## src/rtl/fetch_pkg.sv

```systemverilog
// Shared types and constants for the instruction fetch unit.
package fetch_pkg;

  localparam int INSTR_W    = 32;
  localparam int OPC_MSB    = 31;
  localparam int OPC_LSB    = 26;
  localparam int PC_STEP    = 4;
  // Width of the pc field carried through the instruction buffer; the
  // fetch unit's ADDR_W must not exceed it.
  localparam int MAX_ADDR_W = 32;

  typedef enum logic [1:0] {
    F_REQ  = 2'd0,
    F_WAIT = 2'd1,
    F_DROP = 2'd2
  } fetch_state_e;

  typedef struct packed {
    logic [INSTR_W-1:0]    instr;
    logic [MAX_ADDR_W-1:0] pc;
  } fetch_entry_t;

endpackage

```

## src/rtl/fetch_fifo.sv

```systemverilog
// Instruction buffer between memory response and decode: storage and
// pointers only. Exposes the head entry and the one behind it so the owner
// can compute the next head ahead of the clock edge.
module fetch_fifo
  import fetch_pkg::*;
#(
  parameter  int DEPTH = 2,
  localparam int PTR_W = $clog2(DEPTH),
  localparam int CNT_W = $clog2(DEPTH) + 1
) (
  input  logic               clk,
  input  logic               rst_n,
  input  logic               push_i,
  input  logic               pop_i,
  input  logic               flush_i,
  input  fetch_entry_t       wdata_i,
  output fetch_entry_t       head_o,
  output fetch_entry_t       next_o,
  output logic [CNT_W-1:0]   count_o
);

  fetch_entry_t     mem_q [DEPTH];
  logic [PTR_W-1:0] rd_ptr_q, rd_ptr_d;
  logic [PTR_W-1:0] wr_ptr_q, wr_ptr_d;
  logic [CNT_W-1:0] count_q, count_d;

  // Pointer/occupancy next state; flush empties the buffer and beats push/pop
  always_comb begin
    rd_ptr_d = rd_ptr_q;
    wr_ptr_d = wr_ptr_q;
    count_d  = count_q;
    if (flush_i) begin
      rd_ptr_d = '0;
      wr_ptr_d = '0;
      count_d  = '0;
    end else begin
      if (push_i) wr_ptr_d = wr_ptr_q + PTR_W'(1);
      if (pop_i)  rd_ptr_d = rd_ptr_q + PTR_W'(1);
      count_d = count_q + CNT_W'(push_i) - CNT_W'(pop_i);
    end
  end

  // Pointer and occupancy registers
  always_ff @(posedge clk or negedge rst_n) begin
    if (!rst_n) begin
      rd_ptr_q <= '0;
      wr_ptr_q <= '0;
      count_q  <= '0;
    end else begin
      rd_ptr_q <= rd_ptr_d;
      wr_ptr_q <= wr_ptr_d;
      count_q  <= count_d;
    end
  end

  // Entry storage (data only, no reset needed)
  always_ff @(posedge clk) begin
    if (push_i && !flush_i) mem_q[wr_ptr_q] <= wdata_i;
  end

  assign head_o  = mem_q[rd_ptr_q];
  assign next_o  = mem_q[rd_ptr_q + PTR_W'(1)];
  assign count_o = count_q;

endmodule

```

## src/rtl/instr_fetch.sv

```systemverilog
// Instruction fetch unit: owns the PC, issues one outstanding word read at a
// time, buffers responses and hands them to decode with valid/ready.
// Optional build macro FETCH_BYPASS_EN: forwards a response straight to the
// decode outputs when the buffer is empty and decode is ready.
module instr_fetch
  import fetch_pkg::*;
#(
  parameter int                ADDR_W     = 32,
  parameter logic [ADDR_W-1:0] RESET_PC   = '0,
  parameter int                FIFO_DEPTH = 2
) (
  input  logic               clk,
  input  logic               rst_n,
  input  logic               fetch_en,
  output logic               imem_req_valid,
  input  logic               imem_req_ready,
  output logic [ADDR_W-1:0]  imem_req_addr,
  input  logic               imem_rsp_valid,
  input  logic [INSTR_W-1:0] imem_rsp_data,
  output logic               dec_valid,
  input  logic               dec_ready,
  output logic [INSTR_W-1:0] dec_instr,
  output logic [5:0]         dec_opcode,
  output logic [ADDR_W-1:0]  dec_pc,
  output logic [ADDR_W-1:0]  dec_pc_plus4,
  input  logic               redirect_valid,
  input  logic [ADDR_W-1:0]  redirect_pc
);

  localparam int                CNT_W = $clog2(FIFO_DEPTH) + 1;
  localparam logic [ADDR_W-1:0] STEP  = ADDR_W'(PC_STEP);

  fetch_state_e       state_q, state_d;
  logic [ADDR_W-1:0]  pc_q, pc_d;
  logic [ADDR_W-1:0]  lat_pc_q, lat_pc_d;
  logic               run_q;
  logic               req_valid, rsp_take, push, pop, bypass;
  logic               dec_valid_q, dec_valid_d;
  logic [INSTR_W-1:0] dec_instr_q, dec_instr_d;
  logic [ADDR_W-1:0]  dec_pc_q, dec_pc_d, dec_pc4_q, dec_pc4_d;
  logic [CNT_W-1:0]   fifo_count;
  fetch_entry_t       push_entry, fifo_head, fifo_next, head_sel;
  logic               unused_redirect_lsb;

  assign unused_redirect_lsb = ^redirect_pc[1:0];

  // Fetch FSM: request issue, response acceptance and stale-response drop
  always_comb begin
    state_d   = state_q;
    pc_d      = pc_q;
    lat_pc_d  = lat_pc_q;
    req_valid = 1'b0;
    rsp_take  = 1'b0;
    unique case (state_q)
      F_REQ: begin
        // Issue only with a free buffer slot so the response always has room
        req_valid = run_q && fetch_en && !redirect_valid &&
                    (fifo_count < CNT_W'(FIFO_DEPTH));
        if (req_valid && imem_req_ready) begin
          lat_pc_d = pc_q;
          pc_d     = pc_q + STEP;
          state_d  = F_WAIT;
        end
      end
      F_WAIT: begin
        if (imem_rsp_valid) begin
          rsp_take = !redirect_valid;
          state_d  = F_REQ;
        end else if (redirect_valid) begin
          state_d = F_DROP;
        end
      end
      F_DROP: begin
        if (imem_rsp_valid) state_d = F_REQ;
      end
      default: state_d = F_REQ;
    endcase
    if (redirect_valid) pc_d = {redirect_pc[ADDR_W-1:2], 2'b00};
  end

`ifdef FETCH_BYPASS_EN
  assign bypass = rsp_take && (fifo_count == '0) && dec_ready;
`else
  assign bypass = 1'b0;
`endif

  assign push             = rsp_take && !bypass;
  assign pop              = dec_ready && (fifo_count != '0) && !redirect_valid;
  assign push_entry.instr = imem_rsp_data;
  assign push_entry.pc    = MAX_ADDR_W'(lat_pc_q);

  fetch_fifo #(.DEPTH(FIFO_DEPTH)) u_fifo (
    .clk     (clk),
    .rst_n   (rst_n),
    .push_i  (push),
    .pop_i   (pop),
    .flush_i (redirect_valid),
    .wdata_i (push_entry),
    .head_o  (fifo_head),
    .next_o  (fifo_next),
    .count_o (fifo_count)
  );

  // Predict the buffer head after this edge so decode sees it one cycle after it lands
  always_comb begin
    dec_valid_d = 1'b0;
    dec_instr_d = dec_instr_q;
    dec_pc_d    = dec_pc_q;
    dec_pc4_d   = dec_pc4_q;
    head_sel    = push_entry;
    if (pop) begin
      if (fifo_count > CNT_W'(1)) head_sel = fifo_next;
    end else if (fifo_count != '0) begin
      head_sel = fifo_head;
    end
    if (!redirect_valid) begin
      dec_valid_d = (pop ? (fifo_count > CNT_W'(1)) : (fifo_count != '0)) || push;
      if (dec_valid_d) begin
        dec_instr_d = head_sel.instr;
        dec_pc_d    = ADDR_W'(head_sel.pc);
        dec_pc4_d   = ADDR_W'(head_sel.pc) + STEP;
      end
    end
  end

  // State, PC and decode-output registers
  always_ff @(posedge clk or negedge rst_n) begin
    if (!rst_n) begin
      state_q     <= F_REQ;
      pc_q        <= RESET_PC;
      lat_pc_q    <= '0;
      run_q       <= 1'b0;
      dec_valid_q <= 1'b0;
      dec_instr_q <= '0;
      dec_pc_q    <= '0;
      dec_pc4_q   <= '0;
    end else begin
      state_q     <= state_d;
      pc_q        <= pc_d;
      lat_pc_q    <= lat_pc_d;
      run_q       <= 1'b1;
      dec_valid_q <= dec_valid_d;
      dec_instr_q <= dec_instr_d;
      dec_pc_q    <= dec_pc_d;
      dec_pc4_q   <= dec_pc4_d;
    end
  end

  assign imem_req_valid = req_valid;
  assign imem_req_addr  = pc_q;

`ifdef FETCH_BYPASS_EN
  assign dec_valid    = dec_valid_q || bypass;
  assign dec_instr    = bypass ? imem_rsp_data   : dec_instr_q;
  assign dec_pc       = bypass ? lat_pc_q        : dec_pc_q;
  assign dec_pc_plus4 = bypass ? lat_pc_q + STEP : dec_pc4_q;
`else
  assign dec_valid    = dec_valid_q;
  assign dec_instr    = dec_instr_q;
  assign dec_pc       = dec_pc_q;
  assign dec_pc_plus4 = dec_pc4_q;
`endif

  assign dec_opcode = dec_instr[OPC_MSB:OPC_LSB];

endmodule

```

## config.mk

```make
export PLATFORM = sky130hd
export DESIGN_NAME = instr_fetch
export DESIGN_NICKNAME = d
export VERILOG_FILES = /design/src/rtl/fetch_pkg.sv /design/src/rtl/fetch_fifo.sv /design/src/rtl/instr_fetch.sv
export SDC_FILE = /design/constraint.sdc
export NUM_CORES = 1
export LEC_CHECK = 0
export CORE_MARGIN = 8
export CORE_UTILIZATION = 55
export DETAILED_ROUTE_END_ITERATION = 7
export PLACE_DENSITY_LB_ADDON = 0.05
export SLEW_MARGIN = 25
export SYNTH_ARGS = -nofsm -noshare
export SYNTH_HDL_FRONTEND = slang
export SYNTH_SLANG_ARGS = --single-unit
```

## constraint.sdc

```tcl
create_clock -name clk -period 6.92 [get_ports clk]
set_input_delay 1.038 -clock clk [delete_from_list [all_inputs] [get_ports clk]]
set_output_delay 1.038 -clock clk [all_outputs]
set_load 0.01 [all_outputs]
```

# After elaboration in Yosys (flattened, before gate mapping)
# Memory sizes are Yosys's and may differ from the RTL's.
# Cells that the tools add are included.
# word_totals
ff_bits	168
mem_bits_rw	128
inputBits	71
out_inout_bits	136
word_cells	68
memories	1
# mem_list
memory	depth	word_bits	rd	rd_clocked_by_memory_dff	wr	line_no	text
u_fifo.mem_q	2	64	2	0	1	fetch_fifo.sv:22	fetch_entry_t mem_q [DEPTH];
# classes
n_addsub	6
n_lt_le_gt_ge	2
eq_ne	5
n_mux	23
bitwise_logic	1
n_reduce_logical	19
# op_table
op	n
$mux W64	3
$mux W32	3
$add A32 B3 Y32 const B	2
$mux W1	11
$mux W2	5
$reduce_bool A2 Y1	5
$logic_and A1 B1 Y1	7
$pmux W2 S3	1
$reduce_and A2 Y1	3
$ne A2 B2 Y1 const B	2
$ne A3 B3 Y1 const B	1
$reduce_and A3 Y1	1
$add A1 B1 Y1 const B	2
$add A2 B1 Y2	1
$eq A2 B1 Y1 const B	1
$eq A2 B2 Y1 const B	1
$gt A2 B1 Y1 const B	1
$logic_not A2 Y1	1
$lt A2 B2 Y1 const B	1
$sub A2 B1 Y2	1
$logic_not A1 Y1	1
$logic_or A1 B1 Y1	1
$not A1 Y1	1

# Logic depth before layout (Yosys ltp)
# Gate-level depths: netlist (run 1).
# depth
ltp_word	7
depth_mapped	16
ltp_nobuf	11

# By module
# Synthesis (run 1) repeated with hierarchy kept, for this count alone.
# unflattened
hier_cells	1355
area_unflattened_um2	14605.3
# modules_own_cells
module	instances	cells_per_inst	area_per_inst_um2
instr_fetch	1	1068	8962.3
fetch_fifo	1	287	5642.9

# Worst setup path after synthesis (run 1)
# Ideal clock, no wire load.
# synth_path
path_type	in2reg
startpoint	input port redirect_valid
endpoint	memory u_fifo.mem_q[0][10] (netlist name) (enable)
setup_time_ps	559
arrival_time_ps	5857
required_time_ps	6361
setup_slack_ps	504
stages	4
path_buffers	3
cell_sequence	buf_4 clkbuf_1 buf_1 nor3_1
# synth_via
elab_chain_len	6
# synth_rtl
item	line_no	text
from (decl)	instr_fetch.sv:26	input logic redirect_valid,
$logic_not A1 Y1 *	fetch_fifo.sv:58, instr_fetch.sv:67	
$mux W1	instr_fetch.sv:66	if (imem_rsp_valid) begin
$mux W1	instr_fetch.sv:54	unique case (state_q)
$logic_and A1 B1 Y1 *	fetch_fifo.sv:58	if (push_i && !flush_i) mem_q[wr_ptr_q] <= wdata_i;
$mux W1 *	fetch_fifo.sv:58	
$mux W1 (not written as such) *	fetch_fifo.sv:58	
to (decl)	fetch_fifo.sv:22	
# Mark *: on every way between the ends. The rest lies on a longest branch, timed or not.

# Worst setup path in the final report (run 1)
# layout_path
startpoint	register u_fifo.count_q[1] (netlist: u_fifo.count_o[1])
endpoint	register dec_pc4_q[29] (netlist: dec_pc_plus4[29])
# layout_via
elab_chain_len	6
elab_cells_between_ends	11
# layout_rtl
item	line_no	text
from (decl)	fetch_fifo.sv:25	logic [CNT_W-1:0] count_q, count_d;
from (signal assigned)	fetch_fifo.sv:52	count_q <= count_d;
branches (longest 6 deep; another with $add A32 B3 Y32)	-	
to (signal assigned)	instr_fetch.sv:145	dec_pc4_q <= dec_pc4_d;
to (decl)	instr_fetch.sv:40	logic [ADDR_W-1:0] dec_pc_q, dec_pc_d, dec_pc4_q, dec_pc4_d;
# Parallel ways; which one is timed is not known.
# A chain may end at the register's enable or synchronous reset.

==> results.ini, run 1 <==
[floorplanning]
ios=207
start_util_pct=55.9
die_h_um=176
die_x_um=176
rows=58
dieArea_um2=31000
core_um2=25200

[cts]
root_buffer=clkbuf_16
clk_pin_slew_ns=0.06
cts_max_level=1
cts.repair.resized=0
cts_made_buffers=30
cts_setup_buffers=0
clk_latency_ns=0.55
clock_sinks=284
cts_tree=yes
cts_hold_buf=0
clockBufferDepth=3

[placement]
place.gp.congestion=0.848
dp.cells=1784
portBuffers=198
hpwl_um=23200

[global_route]
overflow=0
grt_start_max_net_pins=101
grt_pass1_wl_um=57200
track_usage_pct=22.6
antenna_found_initial=0
grt_pass1_vias=10700

[timing]
hold_violations=0
slew_headroom_pct=32.7
worst_slew_pin_slew_ns=0.997
min_period_over_period_pct=63.2
min_period_ns=4.37
hold_ws_ns=0.475
max_freq_ghz=0.229
tns_ns=0
rsz0062_at_grt=no
slew_violations=0
fin_skew_ns=0.0135
setup_viol=0

[setup_path]
crit_fanout=92
cp_cell_sequence=buf_4 -> inv_1 -> o211a_1 -> a2111oi_2 -> nor4_1 -> nand4_1 -> nor2_1 -> a21o_1 -> a31oi_1
crit_family=compound AO/OA/AOI/OAI gates
worstSetupEndpointType=register
critPathBufInv=2
cp.arrival_ns=4.84
cp_slowest_cell=a2111oi_2
start_kind=register
crit_required_ns=7.39
slowest_delay_ns=0.89
critPathKind=reg -> reg

[power_and_ir_drop]
combPwrFrac_pct=26.1
share_seq_of_total_power_pct=44.6
p_clk_share_pct=29.3
p_switching_mw=1.52
ir_worst_vdd_uv=244
intPower_mw=3.74
leakage_nw=6.37
cellPowerDensity_nw_per_um2=308
switching_share_pct=28.9

[routing]
drt-pass1-iter-count=7
num_vias=10900
wirelength_um=35500
ant_nets=0
via_per_inst=5.92
routedLengthMet1_um=16000
routed-wl-met2_um=16000
wl_per_cell_um=19.3
drc=0
wl_met3_um=2890
top_layer_used=met4
drtIter0Drc=915

[logic_synthesis]
yosysTopAreaCell=dfrtp_1
synth.cell_area_um2=14100
synthCells=1337
synth_cell_types=75
async_reset_ff_share_pct=56.3
synth_edf_count=124
synthFlopType=dfrtp_1
synth_area_leaders=dfrtp_1 (28%), edfxtp_1 (26%), nand2_1 (7.9%)
ys_warn_count=0
yosys.area.top_type_share_pct=28.4
ys_seq_area_share_pct=54.9
synth-seq-cells=284
synth_area_per_cell_um2=10.5

[layout]
fin_nets=1561
fillerInstances=1947
drive_gt1_share_pct=6.42
multiInputGateArea_um2=5820
layout.cells.non_filler=1840
final_common_cell=nand2_1
syn_to_final_growth_pct=21.4
antennaDiodeCount=0
final_cell_mix=nand2_1 (296), clkdlybuf4s50_1 (196), dfrtp_1 (158), edfxtp_1 (124), mux2i_1 (105)
seqCellArea_um2=7730

[run_status]
status=complete, no violations

[flow_run]
max_cap_viol_count=0

[worst_hold_path]
hold_class=reg -> reg

==> metal layers <==
| metal | track usage [%] | up-vias |
|---|---|---|
| li1 | - | 5185 |
| met3 | 4.81 | 43 |
| met2 | 35.3 | 375 |
| met1 | 32.2 | 5283 |
| met4 | 4.84 | 0 |
| met5 | 0 | - |
==> logic make-up (layout without fill, tap and decap cells) <==
family | Yosys count | after routing | share of synthesized area (%)
buffers and inverters | 115 | 283 | 4.03
xor gates and xnor gates | 37 | 37 | 2.57
AOI/OAI and AO/OA | 284 | 284 | 14.6
DFF | 284 | 284 | 54.9
other | 2 | 7 | 0.0534
muxes | 105 | 105 | 7.47
adders and majority gates | 4 | 4 | 0.356
and+or+nand+nor | 506 | 506 | 16.1
==> flip-flops by register name, indices dropped and copies added, names as in the netlist, 2 cells and up <==
| name | count |
|---|---|
| u_fifo.count_o | 2 |
| u_fifo.mem_q | 124 |
| dec_pc | 30 |
| lat_pc_q | 30 |
| dec_instr | 32 |
| dec_pc_plus4 | 30 |
| imem_req_addr | 30 |
| state_q | 2 |
==> worst paths after layout <==
| check | startpoint | to | slack, ns | depth (start not counted) |
|---|---|---|---|---|
| min in group asynchronous | rst_n | dec_pc[16]$_DFFE_PN0P_ | 0.57 | 1 |
| max in group asynchronous | rst_n | dec_instr[26]$_DFFE_PN0P_ | 4.95 | 2 |
| setup / recovery | u_fifo.count_o[1]$_DFF_PN0_ | dec_pc_plus4[29]$_DFFE_PN0P_ | 2.55 | 9 |
| setup reg to reg | u_fifo.count_o[1]$_DFF_PN0_ | dec_pc_plus4[29]$_DFFE_PN0P_ | 2.55 | 9 |
| hold reg to reg | dec_pc_plus4[15]$_DFFE_PN0P_ | dec_pc_plus4[15]$_DFFE_PN0P_ | 0.48 | 2 |
| hold / removal | dec_pc_plus4[15]$_DFFE_PN0P_ | dec_pc_plus4[15]$_DFFE_PN0P_ | 0.48 | 2 |
==> power groups by stage <==
stage                     Combinational (mW)  Sequential (mW)  Clock [mW]
after floorplan                        0.527             2.43           0
after global placement                  1.36             2.37           0
after detailed placement                1.39             2.38           0
after CTS                               1.40             2.35        1.57
after global routing                    1.50             2.39        1.64
final                                   1.37             2.35        1.54
==> cells in the mapped netlist (all sizes together) (18+ instances only) <==
master / count
a31oi: 43
nand3: 19
buf: 47
dfrtp: 160
xor2: 18
clkbuf: 58
nand2: 296
mux2i: 105
nor3: 29
o21ai: 74
nor2: 82
o211ai: 69
xnor2: 19
edfxtp: 124
==> tightest hold or removal path: stages (launching register included) <==
cell,delay (ns)
dfrtp_1,0.34
nand2_1,0.05
o21ai_0,0.06
==> per-stage QoR <==
step / power [mW] / setup slack, ns / area [um^2] / util (%)
3_5_place_dp: 3.77 / 2.03 / 16100 / 64.0
4_1_cts: 5.31 / 2.54 / 17100 / 67.8
2_1_floorplan: 2.95 / 0.504 / 14100 / -
6_report: 5.26 / 2.55 / 17100 / 67.8
5_1_grt: 5.53 / 2.22 / 17100 / 67.8
3_3_place_gp: 3.73 / 2.05 / 16100 / 64.0
==> cell type report <==
type                    instances  area share, %
multi-input cells             943           34.1
clock inverters                 5          0.146
flip-flops and latches        284           45.3
clock buffers                  51           5.45
repair buffers                217           12.4
well taps                     330           2.42
inverters                      10          0.220
No activity file was read; power rests on OpenSTA's default activity.
==> run 2: changes to the inputs <==
--- a/config.mk
+++ b/config.mk
@@ -6,7 +6,7 @@
 export NUM_CORES = 1
 export LEC_CHECK = 0
 export CORE_MARGIN = 8
-export CORE_UTILIZATION = 55
+export CORE_UTILIZATION = 50
 export DETAILED_ROUTE_END_ITERATION = 7
 export PLACE_DENSITY_LB_ADDON = 0.05
 export SLEW_MARGIN = 25
==> constraint.sdc (replaced) <==
create_clock -name clk -period 4 [get_ports clk]
set_input_delay 0.6 -clock clk [delete_from_list [all_inputs] [get_ports clk]]
set_output_delay 0.6 -clock clk [all_outputs]
set_load 0.01 [all_outputs]
==> run 2 against run 1 <==
  * Non-clock buffer count rose by 33
  * Critical path type unchanged
  * Highest routed layer unchanged
  * Via count fell by 0.10%
  * Clock power rose by 88%
  * Design area rose by 2.9%
  * Register-to-register slack got worse by 2.0 ns
  * First-iteration DRC count fell by 14%
  * Count of clock-buffer cells in the layout fell by 7
  * Die area rose by 9.1%
  * Clock skew fell by 0.0026 ns
  * Core utilization fell by 4.6 points
  * Sequential power rose by 72%
  * Sequential cell count did not move
==> results.ini, run 2 (same netlist as run 1, synthesis figures left out) <==
[setup_path]
r2r_start=u_fifo.count_o[0]$_DFF_PN0_
crit_required_ns=4.41
crit_fanout=19
r2r_setup_slack_ns=0.59
r2r-end=dec_pc_plus4[16]$_DFFE_PN0P_
cp.arrival_ns=3.81
start_kind=register
critPathKind=reg -> reg
worstSetupEndpointType=register
reg2reg_depth=12

[global_route]
antenna_found_initial=0
grt_pass1_wl_um=57100
overflow=0
track_usage_pct=20.7
grt_pass1_vias=10500
grt_start_max_net_pins=106

[flow_run]
max_cap_viol_count=0

[routing]
wirelength_um=35800
num_vias=10900
drt-pass1-iter-count=5
ant_nets=0
drtIter0Drc=787
via_per_inst=5.66
wl_per_cell_um=18.6
drc=0

[power_and_ir_drop]
cellPowerDensity_nw_per_um2=534
ir_worst_vdd_uv=324
finalPower_mw=9.38
leakage_nw=6.60

[placement]
place_area_um2=16500
hpwl_um=24100
portBuffers=198
place.gp.congestion=0.849

[cts]
cts_setup_buffers=0
clk_latency_ns=0.55
clockBufferDepth=3
root_buffer=clkbuf_16
cts_tree=yes
cts_hold_buf=0
cts_max_level=1
cts.repair.resized=0
clk_pin_slew_ns=0.06
clock_sinks=284
cts_made_buffers=30

[run_status]
status=complete, no violations

[layout]
regMostFlops=u_fifo.mem_q
post-route-util_pct=63.2
final_area_um2=17600
largest_reg_flops=124
antennaDiodeCount=0
fin_nets=1594
fillerInstances=2317
syn_to_final_growth_pct=24.8
drive_gt1_share_pct=8.88
final_common_cell=nand2_1
final_cell_mix=nand2_1 (296), clkdlybuf4s50_1 (196), dfrtp_1 (158), edfxtp_1 (124), mux2i_1 (105)

[timing]
slew_headroom_pct=38.6
min_period_over_period_pct=85.1
worst_slew_pin_slew_ns=0.922
min_period_ns=3.41
slew_violations=0
setup_viol=0
hold_ws_ns=0.188
max_freq_ghz=0.294
hold_violations=0
rsz0062_at_grt=no
fin_skew_ns=0.0109
tns_ns=0

[floorplanning]
die_x_um=184
die_h_um=184
dieArea_um2=33800
ios=207
start_util_pct=50.7
rows=61
core_um2=27800

[worst_hold_path]
hold_class=in -> async

==> run 2: cell types whose count changed in the layout (fill, tap and decap cells not counted), sizes merged <==
cell and delta:
buf +32, bufinv +3, clkbuf -6, clkinv +4
==> run 2: routing by layer <==
metal,GRT usage (%),part of all wire (%),vias up
li1,-,-,5231
met2,31.7,44,323
met3,3.66,6.7,52
met5,0,0,-
met1,30.3,47,5269
met4,4.87,2.0,0
==> run 2: worst max path at each step <==
| stage | startpoint | endpoint | slack (ns) | cells after the start |
|---|---|---|---|---|
| after floorplan | redirect_valid | dec_pc_plus4[28]$_DFFE_PN0P_ | 0.81 | 16 |
| after global placement | dec_ready | dec_pc_plus4[16]$_DFFE_PN0P_ | 0.32 | 14 |
| after detailed placement | dec_ready | dec_pc_plus4[28]$_DFFE_PN0P_ | 0.26 | 13 |
| after CTS | u_fifo.count_o[0]$_DFF_PN0_ | dec_pc_plus4[16]$_DFFE_PN0P_ | 0.60 | 12 |
| after global routing | u_fifo.count_o[0]$_DFF_PN0_ | dec_pc_plus4[28]$_DFFE_PN0P_ | 0.41 | 11 |
| final | u_fifo.count_o[0]$_DFF_PN0_ | dec_pc_plus4[16]$_DFFE_PN0P_ | 0.59 | 12 |
==> run 2: area by class of cell <==
class / count / area [um^2] / share of cell area [%]
clock buffer: 44 / 917 / 5.22
clock inverter: 12 / 141 / 0.805
inverter: 10 / 37.5 / 0.214
multi-input combinational: 943 / 5820 / 33.1
sequential: 284 / 7730 / 44.0
tap: 378 / 473 / 2.69
timing repair buffer: 250 / 2450 / 13.9
==> run 2: through the flow <==
stage	setup WS, ns	cells
final	0.595	1921
after global placement	0.323	1865
after global routing	0.409	1921
after floorplan	0.814	1342
after CTS	0.603	1921
after detailed placement	0.256	1865
==> run 2: where the power goes <==
group          total (mW)  internal, mW  switching [mW]
Sequential           4.05          3.61           0.434
Combinational        2.43          1.34            1.09
Clock                2.90          1.78            1.12
Total                9.38          6.73            2.65
==> run 2: critical path, stage by stage (launching register included) <==
cell and delay [ns]:
dfrtp_1 0.76, or2_2 0.53, nand2_1 0.21, nor2_1 0.14, a221o_1 0.18, ha_1 0.21
and4_1 0.19, a41oi_1 0.06, nand3b_2 0.38, buf_4 0.21, nor3_1 0.16, xor2_1 0.15
o21ai_0 0.08
